===== src/rtl/bp_fe_icache_replay_queue_pkg.sv =====
// Shared types for the I$ replay queue: default widths, result classification
// and the entry-struct declaration macro.
`ifndef BP_FE_ICACHE_REPLAY_QUEUE_PKG_SV
`define BP_FE_ICACHE_REPLAY_QUEUE_PKG_SV

`define DECLARE_BP_FE_ICACHE_REPLAY_ENTRY_S(vaddr_width_mp, ptag_width_mp) \
    typedef struct packed {                                                  \
        logic                      uncached;                                 \
        logic [vaddr_width_mp-1:0] vaddr;                                    \
        logic [ptag_width_mp-1:0]  ptag;                                     \
    } bp_fe_icache_replay_entry_s

package bp_fe_icache_replay_queue_pkg;

    localparam int default_vaddr_width_lp    = 39;
    localparam int default_ptag_width_lp     = 28;
    localparam int default_instr_width_lp    = 32;
    localparam int default_els_lp            = 8;
    localparam int default_miss_cnt_width_lp = 16;

    typedef enum logic [1:0] {
        e_ret_none = 2'd0,
        e_ret_hit  = 2'd1,
        e_ret_miss = 2'd2
    } ret_kind_e;

    // What the TV stage is presenting this cycle.
    function automatic ret_kind_e classify_ret(input logic data_v, input logic miss);
        if (!data_v) begin
            return e_ret_none;
        end
        return miss ? e_ret_miss : e_ret_hit;
    endfunction

endpackage

`endif


===== src/rtl/bp_fe_icache_replay_queue_if.sv =====
// Request, cache and consumer signals of the replay queue bundled as one
// interface; master is the queue, slave is its environment.
interface bp_fe_icache_replay_queue_if
    import bp_fe_icache_replay_queue_pkg::*;
#(
    parameter int vaddr_width_p    = default_vaddr_width_lp,
    parameter int ptag_width_p     = default_ptag_width_lp,
    parameter int instr_width_p    = default_instr_width_lp,
    parameter int miss_cnt_width_p = default_miss_cnt_width_lp
);

    logic [vaddr_width_p-1:0]    vaddr_i;
    logic [ptag_width_p-1:0]     ptag_i;
    logic                        uncached_i;
    logic                        v_i;
    logic                        ready_o;

    logic [vaddr_width_p-1:0]    icache_vaddr_o;
    logic                        icache_v_o;
    logic                        icache_yumi_i;
    logic [ptag_width_p-1:0]     ptag_o;
    logic                        ptag_v_o;
    logic                        ptag_uncached_o;
    logic                        poison_o;

    logic [vaddr_width_p-1:0]    cache_vaddr_i;
    logic [instr_width_p-1:0]    cache_data_i;
    logic                        cache_data_v_i;
    logic                        cache_miss_i;
    logic                        cache_data_yumi_o;

    logic [vaddr_width_p-1:0]    vaddr_o;
    logic [instr_width_p-1:0]    data_o;
    logic                        v_o;
    logic                        yumi_i;

    logic [miss_cnt_width_p-1:0] miss_cnt_o;
    logic                        order_err_o;

    modport master (
        input  vaddr_i, ptag_i, uncached_i, v_i,
        input  icache_yumi_i,
        input  cache_vaddr_i, cache_data_i, cache_data_v_i, cache_miss_i,
        input  yumi_i,
        output ready_o,
        output icache_vaddr_o, icache_v_o, ptag_o, ptag_v_o, ptag_uncached_o, poison_o,
        output cache_data_yumi_o,
        output vaddr_o, data_o, v_o,
        output miss_cnt_o, order_err_o
    );

    modport slave (
        output vaddr_i, ptag_i, uncached_i, v_i,
        output icache_yumi_i,
        output cache_vaddr_i, cache_data_i, cache_data_v_i, cache_miss_i,
        output yumi_i,
        input  ready_o,
        input  icache_vaddr_o, icache_v_o, ptag_o, ptag_v_o, ptag_uncached_o, poison_o,
        input  cache_data_yumi_o,
        input  vaddr_o, data_o, v_o,
        input  miss_cnt_o, order_err_o
    );

endinterface


===== src/rtl/bp_fe_icache_replay_queue_dff_reset.sv =====
// Plain register with synchronous active-high clear; holds the TL-stage
// {valid, uncached, ptag} of the replay queue.
module bp_fe_icache_replay_queue_dff_reset #(
    parameter int width_p = 1
) (
    input  logic               clk_i,
    input  logic               reset_i,
    input  logic [width_p-1:0] data_i,
    output logic [width_p-1:0] data_o
);

    logic [width_p-1:0] data_q;

    always_ff @(posedge clk_i) begin
        if (reset_i) begin
            data_q <= '0;
        end else begin
            data_q <= data_i;
        end
    end

    assign data_o = data_q;

endmodule


===== src/rtl/bp_fe_icache_replay_queue.sv =====
// In-order request queue feeding the I$ TL/TV pipeline; entries stay until
// their data is consumed, and a TV miss rewinds issue back to the oldest entry.
module bp_fe_icache_replay_queue
    import bp_fe_icache_replay_queue_pkg::*;
#(
    parameter int vaddr_width_p    = default_vaddr_width_lp,
    parameter int ptag_width_p     = default_ptag_width_lp,
    parameter int instr_width_p    = default_instr_width_lp,
    parameter int els_p            = default_els_lp,
    parameter int miss_cnt_width_p = default_miss_cnt_width_lp
) (
    input  logic                        clk_i,
    input  logic                        reset_i,
    bp_fe_icache_replay_queue_if.master io
);

    localparam int lg_els_lp    = $clog2(els_p);
    localparam int ptr_width_lp = lg_els_lp + 1;
    localparam int tl_width_lp  = ptag_width_p + 2;

    `DECLARE_BP_FE_ICACHE_REPLAY_ENTRY_S(vaddr_width_p, ptag_width_p);

    bp_fe_icache_replay_entry_s  entry_q [els_p];
    bp_fe_icache_replay_entry_s  enq_entry;
    bp_fe_icache_replay_entry_s  issue_entry;
    logic [vaddr_width_p-1:0]    retire_vaddr;

    logic [ptr_width_lp-1:0]     wptr_q, wptr_d;
    logic [ptr_width_lp-1:0]     iptr_q, iptr_d;
    logic [ptr_width_lp-1:0]     rptr_q, rptr_d;
    logic [lg_els_lp-1:0]        widx, iidx, ridx;

    logic [miss_cnt_width_p-1:0] miss_cnt_q, miss_cnt_d;
    logic                        order_err_q, order_err_d;
    logic [tl_width_lp-1:0]      tl_d, tl_q;

    ret_kind_e                   ret_kind;
    logic                        full, pending, enq, issue, retire;
    logic                        hit, miss_now, order_mismatch;

    assign widx = wptr_q[lg_els_lp-1:0];
    assign iidx = iptr_q[lg_els_lp-1:0];
    assign ridx = rptr_q[lg_els_lp-1:0];

    // Wrap bits disambiguate full from empty when the index bits coincide.
    assign full    = (widx == ridx) && (wptr_q[lg_els_lp] != rptr_q[lg_els_lp]);
    assign pending = (iptr_q != wptr_q);

    assign ret_kind = classify_ret(io.cache_data_v_i, io.cache_miss_i);
    assign hit      = (ret_kind == e_ret_hit);
    assign miss_now = (ret_kind == e_ret_miss);

    assign enq_entry    = {io.uncached_i, io.vaddr_i, io.ptag_i};
    assign issue_entry  = entry_q[iidx];
    assign retire_vaddr = entry_q[ridx].vaddr;

    assign enq    = io.v_i & ~full;
    assign issue  = io.icache_v_o & io.icache_yumi_i;
    assign retire = hit & io.yumi_i;

    // The TV stage always holds the entry at the retire pointer.
    assign order_mismatch = io.cache_data_v_i & (io.cache_vaddr_i != retire_vaddr);

    always_ff @(posedge clk_i) begin
        if (enq) begin
            entry_q[widx] <= enq_entry;
        end
    end

    always_comb begin
        wptr_d      = wptr_q;
        iptr_d      = iptr_q;
        rptr_d      = rptr_q;
        miss_cnt_d  = miss_cnt_q;
        order_err_d = order_err_q | order_mismatch;

        if (enq) begin
            wptr_d = wptr_q + ptr_width_lp'(1);
        end
        if (retire) begin
            rptr_d = rptr_q + ptr_width_lp'(1);
        end
        if (miss_now) begin
            iptr_d = rptr_q;
            if (~&miss_cnt_q) begin
                miss_cnt_d = miss_cnt_q + miss_cnt_width_p'(1);
            end
        end else if (issue) begin
            iptr_d = iptr_q + ptr_width_lp'(1);
        end
    end

    always_ff @(posedge clk_i) begin
        if (reset_i) begin
            wptr_q      <= '0;
            iptr_q      <= '0;
            rptr_q      <= '0;
            miss_cnt_q  <= '0;
            order_err_q <= 1'b0;
        end else begin
            wptr_q      <= wptr_d;
            iptr_q      <= iptr_d;
            rptr_q      <= rptr_d;
            miss_cnt_q  <= miss_cnt_d;
            order_err_q <= order_err_d;
        end
    end

    // TL register is a one-cycle echo of the issue; anything else clears it.
    assign tl_d = issue ? {1'b1, issue_entry.uncached, issue_entry.ptag} : '0;

    bp_fe_icache_replay_queue_dff_reset #(
        .width_p (tl_width_lp)
    ) tl_reg (
        .clk_i   (clk_i),
        .reset_i (reset_i),
        .data_i  (tl_d),
        .data_o  (tl_q)
    );

    assign io.ready_o           = ~full;
    assign io.icache_vaddr_o    = issue_entry.vaddr;
    assign io.icache_v_o        = pending & ~miss_now;
    assign io.ptag_v_o          = tl_q[tl_width_lp-1];
    assign io.ptag_uncached_o   = tl_q[ptag_width_p];
    assign io.ptag_o            = tl_q[ptag_width_p-1:0];
    assign io.poison_o          = miss_now & io.ptag_v_o;
    assign io.cache_data_yumi_o = io.cache_data_v_i & (io.cache_miss_i | io.yumi_i);
    assign io.v_o               = hit;
    assign io.vaddr_o           = io.cache_vaddr_i;
    assign io.data_o            = io.cache_data_i;
    assign io.miss_cnt_o        = miss_cnt_q;
    assign io.order_err_o       = order_err_q;

endmodule


===== src/flat_wrapper.sv =====
// flat-port wrapper written by rule: the top's interface ports become plain ports
module bp_fe_icache_replay_queue_flat import bp_fe_icache_replay_queue_pkg::*;
#(
    parameter int vaddr_width_p    = default_vaddr_width_lp,
    parameter int ptag_width_p     = default_ptag_width_lp,
    parameter int instr_width_p    = default_instr_width_lp,
    parameter int els_p            = default_els_lp,
    parameter int miss_cnt_width_p = default_miss_cnt_width_lp
)
  (clk_i, reset_i, io_vaddr_i, io_ptag_i, io_uncached_i, io_v_i, io_icache_yumi_i, io_cache_vaddr_i, io_cache_data_i, io_cache_data_v_i, io_cache_miss_i, io_yumi_i, io_ready_o, io_icache_vaddr_o, io_icache_v_o, io_ptag_o, io_ptag_v_o, io_ptag_uncached_o, io_poison_o, io_cache_data_yumi_o, io_vaddr_o, io_data_o, io_v_o, io_miss_cnt_o, io_order_err_o);
  bp_fe_icache_replay_queue_if #(.vaddr_width_p(vaddr_width_p), .ptag_width_p(ptag_width_p), .instr_width_p(instr_width_p), .miss_cnt_width_p(miss_cnt_width_p)) io_i ();
  input  logic clk_i;
  input  logic reset_i;
  input wire logic [$bits(io_i.vaddr_i)-1:0] io_vaddr_i;
  input wire logic [$bits(io_i.ptag_i)-1:0] io_ptag_i;
  input wire logic [$bits(io_i.uncached_i)-1:0] io_uncached_i;
  input wire logic [$bits(io_i.v_i)-1:0] io_v_i;
  input wire logic [$bits(io_i.icache_yumi_i)-1:0] io_icache_yumi_i;
  input wire logic [$bits(io_i.cache_vaddr_i)-1:0] io_cache_vaddr_i;
  input wire logic [$bits(io_i.cache_data_i)-1:0] io_cache_data_i;
  input wire logic [$bits(io_i.cache_data_v_i)-1:0] io_cache_data_v_i;
  input wire logic [$bits(io_i.cache_miss_i)-1:0] io_cache_miss_i;
  input wire logic [$bits(io_i.yumi_i)-1:0] io_yumi_i;
  output wire logic [$bits(io_i.ready_o)-1:0] io_ready_o;
  output wire logic [$bits(io_i.icache_vaddr_o)-1:0] io_icache_vaddr_o;
  output wire logic [$bits(io_i.icache_v_o)-1:0] io_icache_v_o;
  output wire logic [$bits(io_i.ptag_o)-1:0] io_ptag_o;
  output wire logic [$bits(io_i.ptag_v_o)-1:0] io_ptag_v_o;
  output wire logic [$bits(io_i.ptag_uncached_o)-1:0] io_ptag_uncached_o;
  output wire logic [$bits(io_i.poison_o)-1:0] io_poison_o;
  output wire logic [$bits(io_i.cache_data_yumi_o)-1:0] io_cache_data_yumi_o;
  output wire logic [$bits(io_i.vaddr_o)-1:0] io_vaddr_o;
  output wire logic [$bits(io_i.data_o)-1:0] io_data_o;
  output wire logic [$bits(io_i.v_o)-1:0] io_v_o;
  output wire logic [$bits(io_i.miss_cnt_o)-1:0] io_miss_cnt_o;
  output wire logic [$bits(io_i.order_err_o)-1:0] io_order_err_o;
  assign io_i.vaddr_i = io_vaddr_i;
  assign io_i.ptag_i = io_ptag_i;
  assign io_i.uncached_i = io_uncached_i;
  assign io_i.v_i = io_v_i;
  assign io_i.icache_yumi_i = io_icache_yumi_i;
  assign io_i.cache_vaddr_i = io_cache_vaddr_i;
  assign io_i.cache_data_i = io_cache_data_i;
  assign io_i.cache_data_v_i = io_cache_data_v_i;
  assign io_i.cache_miss_i = io_cache_miss_i;
  assign io_i.yumi_i = io_yumi_i;
  assign io_ready_o = io_i.ready_o;
  assign io_icache_vaddr_o = io_i.icache_vaddr_o;
  assign io_icache_v_o = io_i.icache_v_o;
  assign io_ptag_o = io_i.ptag_o;
  assign io_ptag_v_o = io_i.ptag_v_o;
  assign io_ptag_uncached_o = io_i.ptag_uncached_o;
  assign io_poison_o = io_i.poison_o;
  assign io_cache_data_yumi_o = io_i.cache_data_yumi_o;
  assign io_vaddr_o = io_i.vaddr_o;
  assign io_data_o = io_i.data_o;
  assign io_v_o = io_i.v_o;
  assign io_miss_cnt_o = io_i.miss_cnt_o;
  assign io_order_err_o = io_i.order_err_o;
  bp_fe_icache_replay_queue #(.vaddr_width_p(vaddr_width_p), .ptag_width_p(ptag_width_p), .instr_width_p(instr_width_p), .els_p(els_p), .miss_cnt_width_p(miss_cnt_width_p)) u_core (.clk_i(clk_i), .reset_i(reset_i), .io(io_i));
endmodule

===== config.mk =====
export PLATFORM = sky130hd
export DESIGN_NAME = bp_fe_icache_replay_queue_flat
export DESIGN_NICKNAME = d
export VERILOG_FILES = /design/src/rtl/bp_fe_icache_replay_queue_pkg.sv /design/src/rtl/bp_fe_icache_replay_queue_if.sv /design/src/rtl/bp_fe_icache_replay_queue_dff_reset.sv /design/src/rtl/bp_fe_icache_replay_queue.sv /design/src/flat_wrapper.sv
export SDC_FILE = /design/constraint.sdc
export NUM_CORES = 1
export LEC_CHECK = 0
export CORE_MARGIN = 2
export CORE_UTILIZATION = 60
export CTS_CLUSTER_DIAMETER = 200
export DETAILED_ROUTE_END_ITERATION = 7
export DONT_BUFFER_PORTS = 1
export MAX_ROUTING_LAYER = met4
export PLACE_DENSITY = 0.77
export RECOVER_POWER = 25
export SETUP_SLACK_MARGIN = 0.02
export SYNTH_ARGS = -nofsm -noshare
export SYNTH_HDL_FRONTEND = slang
export SYNTH_SLANG_ARGS = --single-unit

===== constraint.sdc =====
create_clock -name clk_i -period 13.5 [get_ports clk_i]
set_clock_uncertainty 0.05 [all_clocks]
set_input_delay 2.7 -clock clk_i [delete_from_list [all_inputs] [get_ports clk_i]]
set_output_delay 2.7 -clock clk_i [all_outputs]
set_load 0.005 [all_outputs]

==> impl_metrics.env <==
export IMPL_synth_area_um2=26160
export IMPL_hp_class="reg2reg"
export IMPL_rows=76
export IMPL_yosysUniqueCellTypes=35
export IMPL_slew_headroom_pct=22.61
export IMPL_crit_buf_inv=2
export IMPL_required_ns=10.75
export IMPL_pin_count=308
export IMPL_overflow=0
export IMPL_cts_max_path_buffers=3
export IMPL_cts_hold_buf=0
export IMPL_ant_nets=0
export IMPL_end_kind="primary output"
export IMPL_cp_common_cell="buf_4"
export IMPL_core_area_um2=43080
export IMPL_via_per_inst=6.393
export IMPL_max_stage_delay_ns=0.80
export IMPL_period_needed_ns=6.468
export IMPL_p_per_area_nw_per_um2=147.5
export IMPL_worst_ir_drop_vdd_mv=0.1520
export IMPL_rsz0062_at_grt="no"
export IMPL_syn_nets=1492
export IMPL_drt_initial_drc_count=938
export IMPL_track_usage_pct=25.08
export IMPL_wl_per_cell_um=28.59
export IMPL_finalCritPeriodShare_pct=47.91
export IMPL_final_setup_tns_ns=0
export IMPL_cp_max_fo=42
export IMPL_cp_data_arrival_time_ns=3.72
export IMPL_stdcell_area_um2=27910
export IMPL_cts_root_buf="clkbuf_16"
export IMPL_syn_to_final_growth_pct=6.716
export IMPL_cts_sinks=609
export IMPL_cts_buffers=59
export IMPL_layout_nets=1391
export IMPL_start_util_pct=60.72
export IMPL_ys_flop_type="edfxtp_1"
export IMPL_die_h_um=212.8
export IMPL_slew_viol_final=0
export IMPL_synth_area_top_cells="edfxtp_1, mux4_2, dfxtp_1"
export IMPL_setup_viol=0
export IMPL_syn_inst=1342
export IMPL_clk_latency_ns=0.62
export IMPL_drc=0
export IMPL_grt_start_max_net_pins=77
export IMPL_port_buffers=0
export IMPL_place_congestion=0.7659
export IMPL_worstSetupPathType="reg2out"
export IMPL_tritoncts="yes"
export IMPL_vias=12013
export IMPL_synth_top_area_share_pct=62.45
export IMPL_status="completed"
export IMPL_yosysWarnings=0
export IMPL_final_common_cell="edfxtp_1"
export IMPL_dieArea_um2=45280
export IMPL_start_kind="register"
export IMPL_firstDrtPassIters=6
export IMPL_cp_cell_sequence="buf_4, buf_4, mux4_2, mux2_2"
export IMPL_grt_pass1_wl_um=78870
export IMPL_post_cts_repair_setup_buffers=0
export IMPL_wl_um=53720
export IMPL_leakagePower_nw=8.508
export IMPL_fin_cells=1879
export IMPL_max_slew_worst_pin_slew_ns=1.161
export IMPL_synth_async_reset_ratio_pct=0
export IMPL_place_area_um2=25920
export IMPL_hold_violations=0
export IMPL_fp_dieW_um=212.8
export IMPL_yosysTopAreaCell="edfxtp_1"
export IMPL_htree_levels=2
export IMPL_seq_area_frac_synth_pct=67.43
export IMPL_cts_resized=0
export IMPL_dpl_cell_count=1765
export IMPL_most_common_layout_cells="edfxtp_1, mux4_2, mux2i_1"
export IMPL_slowest_stage="buf_4"
export IMPL_synth_edf_count=544
export IMPL_cp_top_family="buffers and inverters"
export IMPL_fmax_ghz=0.1546
export IMPL_clkSlewWorstSetupHoldPaths_ns=0.06
export IMPL_max_cap_violations=0
export IMPL_antenna_found_initial=2
export IMPL_post_dp_hpwl_um=30690
export IMPL_drive_gt1_share_pct=29.57
export IMPL_syn_area_per_cell_um2=19.49
export IMPL_ys_seq_elements=609
export IMPL_grt_pass1_vias=12710
cell usage after synthesis, types with 8 or more instances:
cell	number
xnor2_1	25
buf_2	26
mux4_2	214
buf_4	112
mux2_2	39
buf_6	8
xor2_1	42
nor2_1	70
dfxtp_1	65
clkbuf_1	29
nand4_1	16
mux2i_1	67
edfxtp_1	544
nand2b_1	8
nand2_1	23
per-layer routing:
layer / share of wire, % / vias to the layer above / global-route usage (%)
li1: - / 5117 / -
met4: 2.2 / 0 / 7.644
met5: 0 / - / -
met1: 38 / 6362 / 30.58
met3: 8.2 / 89 / 6.589
met2: 51 / 445 / 41.64
logic make-up after synthesis:
family	after synthesis	share of synthesized area, %
flip-flops	609	67.43
multiplexers	320	22.67
buffers and inverters	185	4.616
AND/OR/NAND/NOR	145	2.545
XOR/XNOR	67	2.243
AO/OA/AOI/OAI	12	0.3109
adder cells (fa/ha/maj)	4	0.1913
per-stage QoR:
step / setup WS [ns] / hold slack (ns) / total power, mW / util [%]
detailed placement: 7.530 / 0.4659 / 2.507 / 60.17
global placement: 7.547 / 0.4529 / 2.501 / 60.17
global route: 6.711 / 0.5032 / 4.246 / 64.80
CTS: 6.857 / 0.4757 / 4.157 / 64.79
finish: 7.032 / 0.4717 / 4.118 / 64.80
floorplan: 5.118 / 0.4371 / 2.473 / -
where the power goes:
part	internal, mW	total (mW)	switching [mW]
combinational	0.163	0.317	0.154
clock	0.979	1.66	0.677
sequential	2.11	2.15	0.0397
sequential cells by signal, summed over array words and instances (netlist names), named ones only:
name and flops:
u_core.entry_q 544, u_core.tl_reg.data_o 30, u_core.io.miss_cnt_o 16, u_core.iptr_q 4, u_core.rptr_q 4, u_core.wptr_q 4
u_core.io.order_err_o 1
path summary, 6_finish.rpt:
kind | startpoint | slack (ns) | end | cells after the start
setup / recovery | register | 7.03 | io_icache_vaddr_o[3] | 4
hold / removal | u_core.iptr_q[3]$_SDFFE_PP0N_ | 0.47 | u_core.iptr_q[3]$_SDFFE_PP0N_ | 2
setup reg to reg | u_core.wptr_q[0]$_SDFFE_PP0P_ | 9.79 | u_core.entry_q[4][62]$_DFFE_PP_ | 7
hold reg to reg | u_core.iptr_q[3]$_SDFFE_PP0N_ | 0.47 | u_core.iptr_q[3]$_SDFFE_PP0N_ | 2
layout make-up:
class | count | area, um2
antenna | 2 | 5.005
clock buffer | 86 | 1723
clock inverter | 26 | 269.0
fill | 2856 | 15160
inverter | 4 | 15.01
multi-input combinational | 548 | 7368
sequential | 609 | 17660
tap | 585 | 732.0
timing repair buffer | 19 | 142.6
worst min-delay path: stages (launching register included):
cell,delay (ns)
dfxtp_1,0.33
o21ai_0,0.07
a311oi_1,0.08
(Power assumes the default switching activity.)
